File: config.mk
export PLATFORM = sky130hd
export DESIGN_NAME = store_sequencer
export DESIGN_NICKNAME = d
export VERILOG_FILES = /design/src/rtl/store_sequencer.sv
export SDC_FILE = /design/constraint.sdc
export NUM_CORES = 1
export LEC_CHECK = 0
export CAP_MARGIN = 20
export CORE_ASPECT_RATIO = 0.8
export CORE_MARGIN = 4
export CORE_UTILIZATION = 30
export DETAILED_ROUTE_END_ITERATION = 8
export SETUP_SLACK_MARGIN = 0.5
export SYNTH_ARGS = -nofsm -noshare
export SYNTH_HDL_FRONTEND = slang
export SYNTH_SLANG_ARGS = --single-unit
File: constraint.sdc
create_clock -name clk -period 12.05 [get_ports clk]
set_clock_uncertainty 0.1 [all_clocks]
set_input_delay 2.41 -clock clk [delete_from_list [all_inputs] [get_ports clk]]
set_output_delay 2.41 -clock clk [all_outputs]
set_load 0.05 [all_outputs]
File: src/rtl/store_sequencer.sv
// -----------------------------------------------------------------------------
// store_sequencer
//
// Converts a CPU store request of byte, half, word or doubleword size into write
// cycles for a data memory. That memory accepts only a full 64-bit word write or
// a single-byte write.
//
// An aligned doubleword goes out as one word write. Every other store goes out
// as one byte write per byte, lowest address first. Byte k of the store data is
// written to address req_addr+k.
//
// When ALLOW_MISALIGNED=0, a misaligned half, word or double is dropped. The
// sequencer then raises a one-cycle misalign pulse instead of writing anything.
//
// Parameters
//   ALLOW_MISALIGNED  1: split misaligned accesses into byte writes
//                     0: drop and flag misaligned accesses
//
// Ports
//   clk          clock; all state changes on posedge
//   reset        asynchronous active-high reset
//   req_valid    store request present
//   req_ready    high while idle; a request is taken when valid && ready
//   req_size     0=byte 1=half 2=word 3=double
//   req_addr     byte address of the store
//   req_wdata    store data, right-justified, little-endian
//   mem_addr     memory address (registered)
//   mem_data_in  memory write data (registered)
//   mem_word_we  64-bit write enable (registered)
//   mem_byte_we  byte write enable, data in mem_data_in[7:0] (registered)
//   done         one-cycle pulse on the last write of a request
//   misalign     one-cycle pulse when a request is dropped
// -----------------------------------------------------------------------------
module store_sequencer #(
    parameter bit ALLOW_MISALIGNED = 1'b0
) (
    input  logic        clk,
    input  logic        reset,
    input  logic        req_valid,
    output logic        req_ready,
    input  logic [1:0]  req_size,
    input  logic [63:0] req_addr,
    input  logic [63:0] req_wdata,
    output logic [63:0] mem_addr,
    output logic [63:0] mem_data_in,
    output logic        mem_word_we,
    output logic        mem_byte_we,
    output logic        done,
    output logic        misalign
);

    typedef enum logic [1:0] {
        ST_IDLE  = 2'd0,
        ST_WRITE = 2'd1,
        ST_DROP  = 2'd2
    } state_t;

    state_t      state_q, state_d;
    // Write cycles still to be shown, counting the one on the outputs now.
    logic [3:0]  cnt_q, cnt_d;
    // Address and data of the next byte to be written.
    logic [63:0] addr_q, addr_d;
    logic [63:0] data_q, data_d;

    // Output registers. They stay stable across the memory's negedge write.
    logic [63:0] mem_addr_q, mem_addr_d;
    logic [63:0] mem_data_q, mem_data_d;
    logic        word_we_q, word_we_d;
    logic        byte_we_q, byte_we_d;
    logic        done_q, done_d;
    logic        misalign_q, misalign_d;

    logic [3:0]  req_len;
    logic [63:0] low_mask;
    logic        aligned;

    assign req_len  = 4'd1 << req_size;
    assign low_mask = {60'd0, req_len} - 64'd1;
    assign aligned  = (req_addr & low_mask) == 64'd0;

    always_comb begin
        state_d    = state_q;
        cnt_d      = cnt_q;
        addr_d     = addr_q;
        data_d     = data_q;
        mem_addr_d = 64'd0;
        mem_data_d = 64'd0;
        word_we_d  = 1'b0;
        byte_we_d  = 1'b0;
        done_d     = 1'b0;
        misalign_d = 1'b0;

        case (state_q)
            ST_IDLE: begin
                if (req_valid) begin
                    if (!aligned && !ALLOW_MISALIGNED) begin
                        state_d    = ST_DROP;
                        misalign_d = 1'b1;
                    end else if (aligned && (req_size == 2'd3)) begin
                        // Single full-word write; done in the same cycle.
                        state_d    = ST_WRITE;
                        cnt_d      = 4'd1;
                        word_we_d  = 1'b1;
                        mem_addr_d = req_addr;
                        mem_data_d = req_wdata;
                        done_d     = 1'b1;
                    end else begin
                        // The first byte goes straight to the output registers.
                        // addr_q and data_q are set up for the byte after it.
                        state_d    = ST_WRITE;
                        cnt_d      = req_len;
                        byte_we_d  = 1'b1;
                        mem_addr_d = req_addr;
                        mem_data_d = {56'd0, req_wdata[7:0]};
                        done_d     = (req_len == 4'd1);
                        addr_d     = req_addr + 64'd1;
                        data_d     = req_wdata >> 8;
                    end
                end
            end
            ST_WRITE: begin
                if (cnt_q == 4'd1) begin
                    state_d = ST_IDLE;
                end else begin
                    cnt_d      = cnt_q - 4'd1;
                    byte_we_d  = 1'b1;
                    mem_addr_d = addr_q;
                    mem_data_d = {56'd0, data_q[7:0]};
                    done_d     = (cnt_q == 4'd2);
                    addr_d     = addr_q + 64'd1;
                    data_d     = data_q >> 8;
                end
            end
            ST_DROP: begin
                state_d = ST_IDLE;
            end
            default: begin
                state_d = ST_IDLE;
            end
        endcase
    end

    always_ff @(posedge clk or posedge reset) begin
        if (reset) begin
            state_q    <= ST_IDLE;
            cnt_q      <= 4'd0;
            addr_q     <= 64'd0;
            data_q     <= 64'd0;
            mem_addr_q <= 64'd0;
            mem_data_q <= 64'd0;
            word_we_q  <= 1'b0;
            byte_we_q  <= 1'b0;
            done_q     <= 1'b0;
            misalign_q <= 1'b0;
        end else begin
            state_q    <= state_d;
            cnt_q      <= cnt_d;
            addr_q     <= addr_d;
            data_q     <= data_d;
            mem_addr_q <= mem_addr_d;
            mem_data_q <= mem_data_d;
            word_we_q  <= word_we_d;
            byte_we_q  <= byte_we_d;
            done_q     <= done_d;
            misalign_q <= misalign_d;
        end
    end

    assign req_ready   = (state_q == ST_IDLE);
    assign mem_addr    = mem_addr_q;
    assign mem_data_in = mem_data_q;
    assign mem_word_we = word_we_q;
    assign mem_byte_we = byte_we_q;
    assign done        = done_q;
    assign misalign    = misalign_q;

endmodule
### Yosys cells after proc, flatten, opt, wreduce, memory -nomap -nowiden

Cells that the tools add are included.

* bits in registers: 266
* input bits: 133
* output and inout port bits: 133
* logic and storage cells: 78

* add/subtract/negate cells: 4
* equality and inequality tests: 10
* shift-type cells: 1
* multiplexer cells: 45
* bitwise operators: 1
* reduce and logical (&&, ||, !) cells: 7

Operators with widths (number)
* $mux 64: 14
* $pmux 64 s2: 4
* $add 64x1->64 const B: 2
* $and 64x64->64: 1
* $logic_not 64->1: 1
* $mux 4: 4
* $mux 1: 15
* $eq 4x1->1 const B: 2
* $mux 8: 1
* $ne 2x2->1 const B: 4
* $pmux 4 s2: 1
* $mux 2: 3
* $reduce_and 5->1: 1
* $sub 4x1->5 const B: 1
* $eq 4x2->1 const B: 1
* $pmux 1 s2: 2
* $pmux 2 s2: 1
* $reduce_and 4->1: 1
* $shl 1x2->4 const A: 1
* $sub 4x1->4 const B: 1
* $eq 2x1->1 const B: 1
* $eq 2x2->1 const B: 1
* $logic_not 2->1: 1
* $ne 2x1->1 const B: 1
* 3 further kinds: 3

### Longest topological paths before layout

Gate-level depths: netlist of run 1.

* depth after elaboration: 9
* depth in mapped cells: 20
* gate-level depth less buffers: 12

### Worst setup path before layout of run 1

No wires, ideal clock.

* path kind: in2reg
* start point: input port req_size[1]
* end point: register addr_q[19]
* library setup time: 138 ps
* arrival: 4640 ps
* required time: 11812 ps
* slack: 7172 ps
* cell stages on the path: 11
* path buffers: 3
* cell sequence: nand2b_1 -> ha_1 -> nor2b_1 -> nor4_1 -> nor3_1 -> o21ai_1 -> and2_0 -> buf_2 -> buf_1 -> clkbuf_1 -> o22ai_1

* word-level cells in the longest chain between the ends: 7
* elaborated cells between the ends (all ways): 9
* classes of those cells: add/sub (1); eq/ne (3); shift (1); bitwise (1); reduce/logical (3)

RTL lines
* from (decl): line 41 `input logic [1:0] req_size,`
* $shl 1x2->4: line 77 `assign req_len = 4'd1 << req_size;`
* $sub 4x1->5: line 78 `assign low_mask = {60'd0, req_len} - 64'd1;`
* $and 64x64->64: line 79 `assign aligned = (req_addr & low_mask) == 64'd0;`
* $logic_not 64->1: line 79
* $logic_and 1x1->1: line 99 `end else if (aligned && (req_size == 2'd3)) begin`
* $ne 2x2->1 (no source line)
* $reduce_and 5->1 (no source line) (*)
* to (signal assigned): line 158 `addr_q <= addr_d;`
* to (decl): line 62 `logic [63:0] addr_q, addr_d;`

Every way passes the cells marked *; elsewhere a longest branch is shown, timed or not.
A chain may end at the register's enable or synchronous reset.

### Worst setup path in the final report of run 1

* start point: input port req_addr[37]
* end point: register data_q[7]

* word-level cells in the longest chain between the ends: 5
* elaborated cells between the ends (all ways): 6
* classes of those cells: eq/ne (2); bitwise (1); reduce/logical (3)

RTL lines
* from (decl): line 42 `input logic [63:0] req_addr,`
* $and 64x64->64 (*): line 79
* $logic_not 64->1 (*): line 79
* $logic_and 1x1->1: line 99
* $ne 2x2->1 (no source line)
* $reduce_and 5->1 (no source line) (*)
* to (signal assigned): line 159 `data_q <= data_d;`
* to (decl): line 63 `logic [63:0] data_q, data_d;`

Marks and branches as above.

==> run metrics, run 1 <==
unique cell type count in the Yosys netlist 70; Leakage Power 7.379 nW; RSZ-0062 raised after global routing no; largest net degree at the start of global routing 140; switching power 0.001719 W; CTS tree done; Starting Density 0.3063; Reg clk slew, reported paths 0.06 ns; register area between 6000 and 7000 µm²; DRT Wirelength around 45000 µm; Synth Flop Type dfrtp_1; starting DRC count in detailed routing ~1100; core area 43560 µm²; worst r2r src state_q[1]; pwr dens about 230 nW/µm²; post-synthesis xor/xnor area fraction 0.001313; Mapped Nets around 1600; Max Freq approximately 0.16 GHz; Non-Filler Instances approximately 2300; clk buf depth 3; status complete, no violations; first-pass GRT wire length about 70000 µm; top cells by area, synth dfrtp_1 (48%), nand2_1 (7.0%), a22o_1 (4.5%); layout overhead on the synthesized area 31.71%; cell taking the most area after synthesis dfrtp_1; Syn. warnings 0; largest family of logic cells by synthesized area simple AND/OR/NAND/NOR gates; Worst-Skew Late Latency 0.57 ns; Num CTS Buffers 31; # IOs 266; Slew headroom 0.3572; syn avg cell area 9.170 µm²; Routability Congestion 0.8421; Final period util 0.5306; Logic pwr share 0.416; layout cells sized above 1 0.05900; Crit Path Class in2reg; nets 1810; max-slew violation count 0; maximum VDD drop roughly 0.11 mV; startpoint types input pin; die height roughly 200 µm; DRT Pass-1 Iters 5; TritonCTS Sinks 258; vias roughly 12000; CP endpoint kind flip-flop; DR WL/cell ~19 µm; Port Buf Inserts about 270; Final Hold Vio Count 0; Inst Count DP around 2200; # resized after CTS 0; sequential-to-total area share from yosys stat 0.4839; EDFF count, synth 0; Hold Startpoint data_q[54]; GRT overflow 0; most common cell after layout, fill and taps aside clkdlybuf4s50_1; area of the multi-input gates 6459 µm²; Hold Buf Count CTS 0; clock power share 0.238; Post-Syn Area 13340 µm²; internal power between 0.002 and 0.0025 W; Final ANT Viol Nets 0; Die X approximately 240 µm; Req. time, crit path 12.43 ns; Critical Path Start req_addr[37]; Worst Tran Pin Value 0.9554 ns; CTS root buffer clkbuf_16; Syn Inst Count about 1500; post-DP HPWL 30480 µm; adder-cell share of the synthesized area 0.004689; endpoints failing setup 0; max cap viols 0; Filler cells between 4000 and 5000; post-layout util 0.4034; Sequential Power Share 0.346; via-per-instance ratio 5.266; Total Routing Usage GR 0.1810; Synth Area in Compound Gates 0.1831; H-tree depth 1; HP Class reg2reg; final hold slack approximately 0.37 ns; top-area cell type share of the netlist area 0.4839; die area ~48000 µm²; setup TNS 0 ns; initial antenna violation count 3; Post-CTS Setup Inserts 0; std cell rows 68; asr flop ratio synth 1.000; most frequent cells in the layout clkdlybuf4s50_1 (265), dfrtp_1 (258), nand2_1 (248); Tmin final around 6.4 ns; post-synthesis mux area share 0.05570; Post-route DRC 0; Synth Register Bits ~260; crit-path max FO approximately 100; Sw Ratio 0.4219; Data arrival, critical path a little under 7 ns; Post-Synth Simple-Gate Area 0.2371; vias in the first global route ~12000
Yosys cell counts (8+ instances only):
master	number
a211oi_1	19
a21oi_1	68
a22o_1	68
a31oi_1	71
and2_1	65
and3_1	33
buf_1	18
buf_2	11
clkbuf_1	60
dfrtp_1	258
inv_1	16
mux2_2	11
mux2i_1	55
nand2_1	248
nand2b_1	20
nand3_1	41
nand4_1	15
nor2_1	122
nor3_1	35
nor3b_1	9
nor4_1	19
o2111ai_1	8
o211ai_1	13
o21ai_0	50
o22ai_1	10
o31ai_1	11
or3_1	8
through the flow:
stage / setup WS [ns] / instance area (µm²) / power, W
after CTS: 5.529 / 17550 / 0.004111
after global placement: 4.910 / 16490 / 0.003079
after detailed placement: 4.965 / 16490 / 0.003118
final: 5.656 / 17570 / 0.004074
after floorplan: 2.442 / 13340 / 0.002555
after global routing: 5.160 / 17570 / 0.004339
registers in the layout, indices dropped and copies added (netlist names):
name         cells
addr_q          64
mem_word_we      1
mem_data_in     64
state_q          2
mem_byte_we      1
done             1
data_q          56
misalign         1
cnt_q            4
mem_addr        64
final cells by class:
cell class / count / share of cell area
clock buffer: 43 / 0.04955
clock inverter: 13 / 0.01054
timing repair buffer: 277 / 0.1582
antenna: 2 / 0.0002848
tap: 595 / 0.04236
sequential: 258 / 0.3674
multi-input combinational: 1087 / 0.3675
inverter: 17 / 0.004200
power by group through the flow:
stage | sequential [W] | combinational, W | clock, W
after floorplan | 0.00170 | 0.000859 | 0
after global placement | 0.00142 | 0.00166 | 0
after detailed placement | 0.00142 | 0.00170 | 0
after CTS | 0.00141 | 0.00170 | 0.00100
after global routing | 0.00145 | 0.00185 | 0.00104
final | 0.00141 | 0.00169 | 0.000970
final timing paths:
| path | cells past startpoint | slack, ns | to |
|---|---|---|---|
| hold / removal | 2 | 0.37 | data_q[54] |
| min in group asynchronous | 2 | 2.31 | mem_data_in[20] |
| setup / recovery | 10 | 5.66 | data_q[7] |
| setup reg to reg | 9 | 7.29 | addr_q[63] |
| hold reg to reg | 2 | 0.37 | data_q[54] |
| max in group asynchronous | 4 | 7.58 | addr_q[60] |
logic make-up (layout without fill, tap and decap cells):
| group | count (synthesis) | in the layout |
|---|---|---|
| buf+inv | 110 | 350 |
| xor+xnor | 2 | 2 |
| simple gates | 649 | 649 |
| other cells | 0 | 2 |
| fa+ha+maj | 5 | 5 |
| flops | 258 | 258 |
| mux | 71 | 71 |
| compound gates | 360 | 360 |
metal layers:
layer	up-vias	share of wire	track usage
met5	-	0.00045	0
met4	2	0.014	0.03463
met3	46	0.071	0.03972
met2	416	0.45	0.2750
met1	5916	0.47	0.2680
li1	5689	-	-
worst max-delay path: stages:
cell and delay (ns):
clkdlybuf4s50_1 0.55, nor4_1 0.84, nand4_1 0.43, nor4_1 0.51, o21ai_2 0.11, and2_2 0.23
inv_4 0.54, buf_4 0.81, nor2_1 0.09, a31oi_1 0.18
No activity file was read; power rests on OpenSTA's default activity.
==> run 2, diff against run 1 <==
Clock period 12.05 ns to 5.95 ns, I/O delays scaled along.
==> run 2 against run 1 <==
Net effect: critical path type unchanged; critical path depth did not move; clock power rose by 100%; final cell count rose by 0.35%; non-clock buffer count rose by 10; die area did not move; global-route usage rose by 0.17 points; hold slack got worse by 0.0015 ns; utilization rose by 0.14 points; register-to-register slack got worse by 5.7 ns; largest power group unchanged.
==> run metrics, run 2 (same netlist as run 1, synthesis figures left out) <==
status complete, no violations; initial antenna violation count 1 (-2); RSZ-0062 raised after global routing no; startpoint types input pin; Critical Path Start req_addr[35]; crit-path max FO 104 (+5.1%); setup TNS 0 ns (unchanged); vias 12220 (+1.2%); pwr dens 469.5 nW/µm² (+100%); Slew headroom 0.2677 (-0.08956); core area 43560 µm² (unchanged); maximum VDD drop 0.2611 mV (+140%); Final period util 0.7661; Leakage Power 7.434 nW (+0.74%); DR WL/cell 19.80 µm (+1.6%); Reg2Reg Capture Point addr_q[60]; most frequent cells in the layout clkdlybuf4s50_1 (265), dfrtp_1 (258), nand2_1 (248); CP endpoint data_q[42]; Worst-Skew Late Latency 0.57 ns (about the same); Ant. Diodes 0 (-2); Port Buf Inserts 265 (unchanged); TritonCTS Sinks 258 (unchanged); # IOs 266 (unchanged); max-slew violation count 0 (unchanged); Die X 243.8 µm (unchanged); Place WS 0.7119 ns (-4.253 ns); Hold Buf Count CTS 0 (unchanged); Design Power 0.008281 W (+100%); largest net degree at the start of global routing 121 (-14%); endpoints failing setup 0 (unchanged); std cell rows 68 (unchanged); post-DP HPWL 31720 µm (+4.1%); first-pass GRT wire length 70790 µm (+0.98%); Worst Tran Pin Value 1.096 ns (+0.1407 ns); most common cell after layout, fill and taps aside clkdlybuf4s50_1; Post-route DRC 0 (unchanged); Tmin final around 4.6 ns; Crit Path Class in2reg; die area 47940 µm² (unchanged); Req. time, crit path 6.33 ns (-6.10 ns); Data arrival, critical path 4.94 ns (-1.84 ns); H-tree depth 1 (unchanged); Starting Density 0.3063 (unchanged); GRT overflow 0 (unchanged); CP endpoint kind flip-flop; Final ANT Viol Nets 0 (unchanged); via-per-instance ratio 5.311 (+0.87%); FF-to-FF path depth 12 (+3); HP Class reg2reg; # resized after CTS 0 (unchanged); post-layout util 0.4049 (+0.001436); die height 196.6 µm (unchanged); Total Routing Usage GR 0.1827 (+0.001696); worst setup margin 1.392 ns (-4.264 ns); r2r setup slk 1.64 ns (-5.65 ns); Max Freq 0.2194 GHz; vias in the first global route 11810 (+1.3%); Reg clk slew, reported paths 0.06 ns (about the same); clk buf depth 3 (unchanged); max cap viols 0 (unchanged); CTS root buffer clkbuf_16; DRT Wirelength 45530 µm (+2.0%); Hold Startpoint data_q[48]; CTS tree done; layout overhead on the synthesized area 32.18%; Final Hold Vio Count 0 (unchanged); layout cells sized above 1 0.06686 (+0.007865); DRT Pass-1 Iters 5 (unchanged); Num CTS Buffers 31 (unchanged); starting DRC count in detailed routing 1013 (-5.2%); Post-CTS Setup Inserts 0 (unchanged); worst r2r src state_q[1]; Routability Congestion 0.8592 (+2.0%); nets 1820 (+0.55%)
run 2: layout make-up:
| cell class | count | area [µm²] |
|---|---|---|
| tap | 595 | 744.5 |
| sequential | 258 | 6456 |
| fill | 4327 | 25920 |
| inverter | 17 | 70.07 |
| clock inverter | 16 | 170.2 |
| clock buffer | 40 | 869.6 |
| multi-input combinational | 1087 | 6459 |
| timing repair buffer | 287 | 2868 |
run 2: how the worst min path moves through the flow:
| stage | end | slack [ns] | cells after the start |
|---|---|---|---|
| after detailed placement | data_q[48] | 0.36 | 2 |
| after floorplan | data_q[48] | 0.34 | 2 |
| final | data_q[48] | 0.36 | 2 |
| after global routing | data_q[54] | 0.39 | 2 |
| after global placement | data_q[54] | 0.35 | 2 |
| after CTS | data_q[48] | 0.37 | 2 |
run 2: where the power goes:
part           internal, W  switching (W)
clock              0.00116       0.000782
sequential         0.00236       0.000513
combinational      0.00124        0.00223
total              0.00475        0.00353
run 2: critical path, stage by stage:
cell and delay [ns]:
clkdlybuf4s50_1 0.53, nor4_1 0.67, nand4_1 0.36, nor4_1 0.63, o21ai_2 0.13, and2_2 0.24, inv_4 0.43, buf_12 0.40
nor2_1 0.07, a31oi_1 0.16
run 2: through the flow:
step	hold slack [ns]	area (µm²)	std cells
CTS	0.3696	17620	2299
floorplan	0.3386	13350	1455
finish	0.3647	17640	2300
global route	0.3874	17640	2300
detailed placement	0.3552	16580	2243
global placement	0.3527	16580	2243
run 2: per-layer routing:
layer | global-route usage | wire [µm]
met1 | 0.2722 | 21400
met2 | 0.2748 | 19950
met4 | 0.03250 | 704
met3 | 0.04271 | 3470
met5 | 0 | 15
